[src/rtl/hbridge_gate_driver_if.sv]
// Gate-driver bus: bridge control inputs and FET gate / status outputs.
interface hbridge_gate_driver_if;
  logic enable;
  logic sign;
  logic carrier;
  logic fault;
  logic gateHA;
  logic gateLA;
  logic gateHB;
  logic gateLB;
  logic deadActive;
  logic faulted;

  modport master (
    output enable, sign, carrier, fault,
    input  gateHA, gateLA, gateHB, gateLB, deadActive, faulted
  );

  modport slave (
    input  enable, sign, carrier, fault,
    output gateHA, gateLA, gateHB, gateLB, deadActive, faulted
  );
endinterface

[src/rtl/hbridge_gate_driver.sv]
// Full-bridge gate driver: per-leg dead-time FSMs with sticky fault shutdown.

// One half-bridge leg. reqOn=0 forces the leg off immediately; otherwise
// reqHigh selects which switch should conduct, with a full dead time
// inserted before any switch turns on.
module hbridge_gate_driver_leg #(
  parameter int DEAD_CYCLES = 8,
  parameter int CNT_W       = 4
) (
  input  logic clk,
  input  logic reset,
  input  logic reqOn,
  input  logic reqHigh,
  output logic gateH,
  output logic gateL,
  output logic dead
);
  localparam logic [1:0] OFF     = 2'd0;
  localparam logic [1:0] LOW_ON  = 2'd1;
  localparam logic [1:0] HIGH_ON = 2'd2;
  localparam logic [1:0] DEAD    = 2'd3;

  localparam logic [CNT_W-1:0] LOAD = CNT_W'(DEAD_CYCLES - 1);

  logic [1:0]       state;
  logic [1:0]       nextState;
  logic [CNT_W-1:0] cnt;
  logic [CNT_W-1:0] nextCnt;

  // Next-state and dead-time countdown; turning off never waits for dead time.
  always_comb begin
    nextState = state;
    nextCnt   = cnt;
    if (!reqOn) begin
      nextState = OFF;
      nextCnt   = '0;
    end else begin
      case (state)
        OFF: begin
          nextState = DEAD;
          nextCnt   = LOAD;
        end
        LOW_ON: begin
          if (reqHigh) begin
            nextState = DEAD;
            nextCnt   = LOAD;
          end
        end
        HIGH_ON: begin
          if (!reqHigh) begin
            nextState = DEAD;
            nextCnt   = LOAD;
          end
        end
        DEAD: begin
          if (cnt == '0) begin
            nextState = reqHigh ? HIGH_ON : LOW_ON;
          end else begin
            nextCnt = cnt - CNT_W'(1);
          end
        end
      endcase
    end
  end

  // State, counter and gates; gates are decoded from the next state so a
  // conducting gate drops on the same edge the leg leaves its ON state.
  always_ff @(posedge clk or posedge reset) begin
    if (reset) begin
      state <= OFF;
      cnt   <= '0;
      gateH <= 1'b0;
      gateL <= 1'b0;
    end else begin
      state <= nextState;
      cnt   <= nextCnt;
      gateH <= (nextState == HIGH_ON);
      gateL <= (nextState == LOW_ON);
    end
  end

  assign dead = (state == DEAD);
endmodule

module hbridge_gate_driver #(
  parameter int DEAD_CYCLES = 8
) (
  input logic                  clk,
  input logic                  reset,
  hbridge_gate_driver_if.slave bus
);
  localparam int CNT_W = $clog2(DEAD_CYCLES + 1);

  if (DEAD_CYCLES < 1) begin : gBadDeadCycles
    $error("hbridge_gate_driver: DEAD_CYCLES must be >= 1");
  end

  logic enableQ;
  logic signQ;
  logic carrierQ;
  logic faultedQ;
  logic forceOff;
  logic deadA;
  logic deadB;

  // Input register stage and sticky fault flag.
  always_ff @(posedge clk or posedge reset) begin
    if (reset) begin
      enableQ  <= 1'b0;
      signQ    <= 1'b0;
      carrierQ <= 1'b0;
      faultedQ <= 1'b0;
    end else begin
      enableQ  <= bus.enable;
      signQ    <= bus.sign;
      carrierQ <= bus.carrier;
      faultedQ <= faultedQ | bus.fault;
    end
  end

  // The raw fault input bypasses the input register so shutdown lands on
  // the same edge that sets the sticky flag.
  assign forceOff = !enableQ || faultedQ || bus.fault;

  hbridge_gate_driver_leg #(
    .DEAD_CYCLES (DEAD_CYCLES),
    .CNT_W       (CNT_W)
  ) legA (
    .clk     (clk),
    .reset   (reset),
    .reqOn   (!forceOff),
    .reqHigh (!signQ && carrierQ),
    .gateH   (bus.gateHA),
    .gateL   (bus.gateLA),
    .dead    (deadA)
  );

  hbridge_gate_driver_leg #(
    .DEAD_CYCLES (DEAD_CYCLES),
    .CNT_W       (CNT_W)
  ) legB (
    .clk     (clk),
    .reset   (reset),
    .reqOn   (!forceOff),
    .reqHigh (signQ && carrierQ),
    .gateH   (bus.gateHB),
    .gateL   (bus.gateLB),
    .dead    (deadB)
  );

  assign bus.deadActive = deadA | deadB;
  assign bus.faulted    = faultedQ;
endmodule

[src/flat_wrapper.sv]
// flat-port wrapper written by rule: the top's interface ports become plain ports
module hbridge_gate_driver_flat 
#(
  parameter int DEAD_CYCLES = 8
)
  (clk, reset, bus_enable, bus_sign, bus_carrier, bus_fault, bus_gateHA, bus_gateLA, bus_gateHB, bus_gateLB, bus_deadActive, bus_faulted);
  hbridge_gate_driver_if bus_i ();
  input logic clk;
  input logic reset;
  input wire logic [$bits(bus_i.enable)-1:0] bus_enable;
  input wire logic [$bits(bus_i.sign)-1:0] bus_sign;
  input wire logic [$bits(bus_i.carrier)-1:0] bus_carrier;
  input wire logic [$bits(bus_i.fault)-1:0] bus_fault;
  output wire logic [$bits(bus_i.gateHA)-1:0] bus_gateHA;
  output wire logic [$bits(bus_i.gateLA)-1:0] bus_gateLA;
  output wire logic [$bits(bus_i.gateHB)-1:0] bus_gateHB;
  output wire logic [$bits(bus_i.gateLB)-1:0] bus_gateLB;
  output wire logic [$bits(bus_i.deadActive)-1:0] bus_deadActive;
  output wire logic [$bits(bus_i.faulted)-1:0] bus_faulted;
  assign bus_i.enable = bus_enable;
  assign bus_i.sign = bus_sign;
  assign bus_i.carrier = bus_carrier;
  assign bus_i.fault = bus_fault;
  assign bus_gateHA = bus_i.gateHA;
  assign bus_gateLA = bus_i.gateLA;
  assign bus_gateHB = bus_i.gateHB;
  assign bus_gateLB = bus_i.gateLB;
  assign bus_deadActive = bus_i.deadActive;
  assign bus_faulted = bus_i.faulted;
  hbridge_gate_driver #(.DEAD_CYCLES(DEAD_CYCLES)) u_core (.clk(clk), .reset(reset), .bus(bus_i));
endmodule
[config.mk]
export PLATFORM = sky130hd
export DESIGN_NAME = hbridge_gate_driver_flat
export DESIGN_NICKNAME = d
export VERILOG_FILES = /design/src/rtl/hbridge_gate_driver_if.sv /design/src/rtl/hbridge_gate_driver.sv /design/src/flat_wrapper.sv
export SDC_FILE = /design/constraint.sdc
export NUM_CORES = 1
export LEC_CHECK = 0
export ABC_CLOCK_PERIOD_IN_PS = 2900
export CAP_MARGIN = 20
export CELL_PAD_IN_SITES_DETAIL_PLACEMENT = 2
export CELL_PAD_IN_SITES_GLOBAL_PLACEMENT = 2
export CORE_MARGIN = 3
export CORE_UTILIZATION = 25
export CTS_CLUSTER_SIZE = 14
export DETAILED_ROUTE_END_ITERATION = 10
export DONT_BUFFER_PORTS = 1
export PLACE_DENSITY_LB_ADDON = 0.2
export SETUP_SLACK_MARGIN = 0.4
export SLEW_MARGIN = 20
export SYNTH_ARGS = -nofsm -noshare
export SYNTH_HDL_FRONTEND = slang
export SYNTH_SLANG_ARGS = --single-unit
[constraint.sdc]
create_clock -name clk -period 2.9 [get_ports clk]
set_input_delay 0.58 -clock clk [delete_from_list [all_inputs] [get_ports clk]]
set_output_delay 0.58 -clock clk [all_outputs]
set_load 0.01 [all_outputs]
==> flow_metrics.env <==
export IMPL_status="finished clean"
export IMPL_cts_resized=0
export IMPL_area_growth_pct=12.5
export IMPL_synth_fp_nets=106
export IMPL_arrival_ps=1970
export IMPL_required_ps=3050
export IMPL_tightest_slew_ps=774
export IMPL_skew_ps=5.01
export IMPL_cp_max_fo=5
export IMPL_synth_seq_area_share=0.521
export IMPL_ys_async_sr_fraction=1.00
export IMPL_grt_max_degree=21
export IMPL_start_util=0.273
export IMPL_slowest_stage="dfrtp_1"
export IMPL_ys_warn_count=0
export IMPL_cts_made_buffers=3
export IMPL_post_cts_buffers=0
export IMPL_grt_usage=0.127
export IMPL_insertion_delay_ps=260
export IMPL_hold_buffers=0
export IMPL_endpoint_kind="flip-flop"
export IMPL_fin_nets=109
export IMPL_ant_nets=0
export IMPL_overflow=0
export IMPL_grt_pass1_vias=834
export IMPL_synth_area_leader_cell="dfrtp_1"
export IMPL_yosys_top_cells_area="dfrtp_1, ha_1, nand2_1"
export IMPL_fin_util=0.307
export IMPL_clockRootBuffer="clkbuf_8"
export IMPL_core_area_um2=3520
export IMPL_synth_edf_count=0
export IMPL_clock_sinks=20
export IMPL_drc=0
export IMPL_fillers=392
export IMPL_die_y_um=68.0
export IMPL_finalCritPeriodShare=0.630
export IMPL_dieArea_um2=4620
export IMPL_netlist_area_um2=961
export IMPL_antenna_found_initial=0
export IMPL_vias=721
export IMPL_syn_avg_cell_area_um2=10.0
export IMPL_diodes=0
export IMPL_io_buffers=0
export IMPL_first_iter_violations=14
export IMPL_synth_cell_types=31
export IMPL_p_leak_uw=0.000469
export IMPL_io_pins=12
export IMPL_routabilityCongestion=0.742
export IMPL_holdWs_ps=337
export IMPL_place_area_um2=1010
export IMPL_synth_common_cells="dfrtp_1, nand2_1, nor2_1, inv_1, nor3_1"
export IMPL_totalNegativeSetupSlack_ps=0
export IMPL_critPathKind="flip-flop to flip-flop"
export IMPL_wl_per_cell_um=17.6
export IMPL_die_x_um=68.0
export IMPL_vias_per_cell=5.01
export IMPL_slew_viol_final=0
export IMPL_clockBufferDepth=2
export IMPL_power_density_nw_per_um2=532
export IMPL_drv_cap=0
export IMPL_wirelength_mm=2.53
export IMPL_final_layout_size_suffix_gt1_frac=0.0816
export IMPL_htreeDepth=1
export IMPL_rsz0062_at_grt="false"
export IMPL_slew_headroom=0.484
export IMPL_vdd_drop_max_v=0.000173
export IMPL_netlist_area_leader_share=0.521
export IMPL_worstSetupStartpointType="flip-flop"
export IMPL_critPathMaxStageDelay_ps=430
export IMPL_grt_pass1_wl_mm=4.20
export IMPL_finalHoldViolations=0
export IMPL_path_cells="inv_1 -> ha_1 -> or3b_4 -> o21ai_1 -> a21oi_1 -> o311a_1"
export IMPL_synth_most_common_cell="dfrtp_1"
export IMPL_worst_hold_path_type="primary input to async pin"
export IMPL_dp_hpwl_mm=1.81
export IMPL_dominantRegCellSynth="dfrtp_1"
export IMPL_fin_crit_ps=1830
export IMPL_setup_viol=0
export IMPL_synthCells=96
export IMPL_dr_pass1_iters=4
export IMPL_fin_ws_ps=1070
export IMPL_core_rowCount=21
export IMPL_cts_tree="built"
export IMPL_place_ws_ps=1100
export IMPL_ys_ff_latch=20
export IMPL_clk_pin_slew_worst_paths_ps=80
export IMPL_finalInstanceArea_um2=1080
export IMPL_max_freq_mhz=548
==> final timing paths <==
path	start	endpoint	slack, ps	depth (start not counted)
max	u_core.legA.cnt[0]	u_core.legA.cnt[0]	1070	6
min	reset	u_core.legB.gateL	340	1
max reg2reg	u_core.legA.cnt[0]	u_core.legA.cnt[0]	1070	6
min reg2reg	u_core.legB.cnt[0]	u_core.legB.cnt[0]	540	1
max in group asynchronous	reset	u_core.legB.cnt[0]	2070	1
min in group clk	bus_sign	u_core.signQ	340	0
==> layout make-up <==
| cell class | instances | area (um^2) | area share |
|---|---|---|---|
| Clock buffer | 3 | 41.3 | 0.0382 |
| Clock inverter | 1 | 30.0 | 0.0278 |
| Inverter | 8 | 30.0 | 0.0278 |
| Multi-Input combinational cell | 66 | 422 | 0.390 |
| Sequential cell | 20 | 500 | 0.463 |
| Tap cell | 46 | 57.6 | 0.0532 |
==> layer usage <==
metal,vias up,wire [um],track usage
li1,341,-,-
met1,365,1170,0.156
met2,13,1180,0.195
met3,2,152,0.0493
met4,0,21,0.0596
met5,-,0,0
==> placed cells by master, fill, tap and decap left out <==
cell       synthesis  final
a211oi_1           4      4
a21boi_0           1      1
a21oi_1            5      5
a311oi_1           1      1
a31o_2             1      1
a31oi_1            2      2
a32o_1             1      1
and2_0             1      1
and2_1             2      2
and3b_1            1      1
and4_1             1      1
and4b_1            2      2
bufinv_16          0      1
clkbuf_8           0      3
dfrtp_1           20     20
ha_1               4      4
inv_1              8      8
mux2i_1            1      1
nand2_1           10     10
nand2b_1           1      1
nand3_1            3      3
nand4_1            1      1
nor2_1             9      9
nor2b_1            1      1
nor2b_4            1      1
nor3_1             6      6
nor4_1             1      1
o21ai_0            2      2
o21ai_1            1      1
o311a_1            1      1
or3b_4             2      2
==> sequential cells by signal, summed over array words and instances, names as in the netlist <==
register	flops
u_core.bus.faulted	1
u_core.carrierQ	1
u_core.enableQ	1
u_core.legA.cnt	4
u_core.legA.gateH	1
u_core.legA.gateL	1
u_core.legA.state	2
u_core.legB.cnt	4
u_core.legB.gateH	1
u_core.legB.gateL	1
u_core.legB.state	2
u_core.signQ	1
==> where the power goes <==
| part | leakage [uW] | switching, uW | internal, uW | total, uW |
|---|---|---|---|---|
| logic | 0.000166 | 8.20 | 1.19 | 9.39 |
| clock network | 0.0000357 | 99.0 | 184 | 283 |
| registers | 0.000267 | 1.95 | 281 | 283 |
| total | 0.000469 | 109 | 466 | 575 |
==> kinds of logic after synthesis <==
group | Yosys count | synth area share
multiplexers | 1 | 0.0104
buffers and inverters | 10 | 0.0404
flip-flops | 20 | 0.521
AO/OA/AOI/OAI | 19 | 0.133
AND/OR/NAND/NOR | 42 | 0.244
adder cells (fa/ha/maj) | 4 | 0.0521
==> worst max-delay path, delay by kind of cell, from the launching register on <==
kind                       cells  cell delay [ps]
and+or+nand+nor                1              430
AOI/OAI and AO/OA              3              520
buffers and inverters          1              120
DFF                            1              430
adders and majority gates      1              200
==> metrics by stage <==
| step | std cells | total power [uW] |
|---|---|---|
| finish | 144 | 575 |
| global route | 144 | 602 |
| CTS | 144 | 587 |
| detailed placement | 140 | 298 |
| global placement | 140 | 297 |
| floorplan | 96 | 294 |
Note: power is estimated with default switching activity, not from simulation.
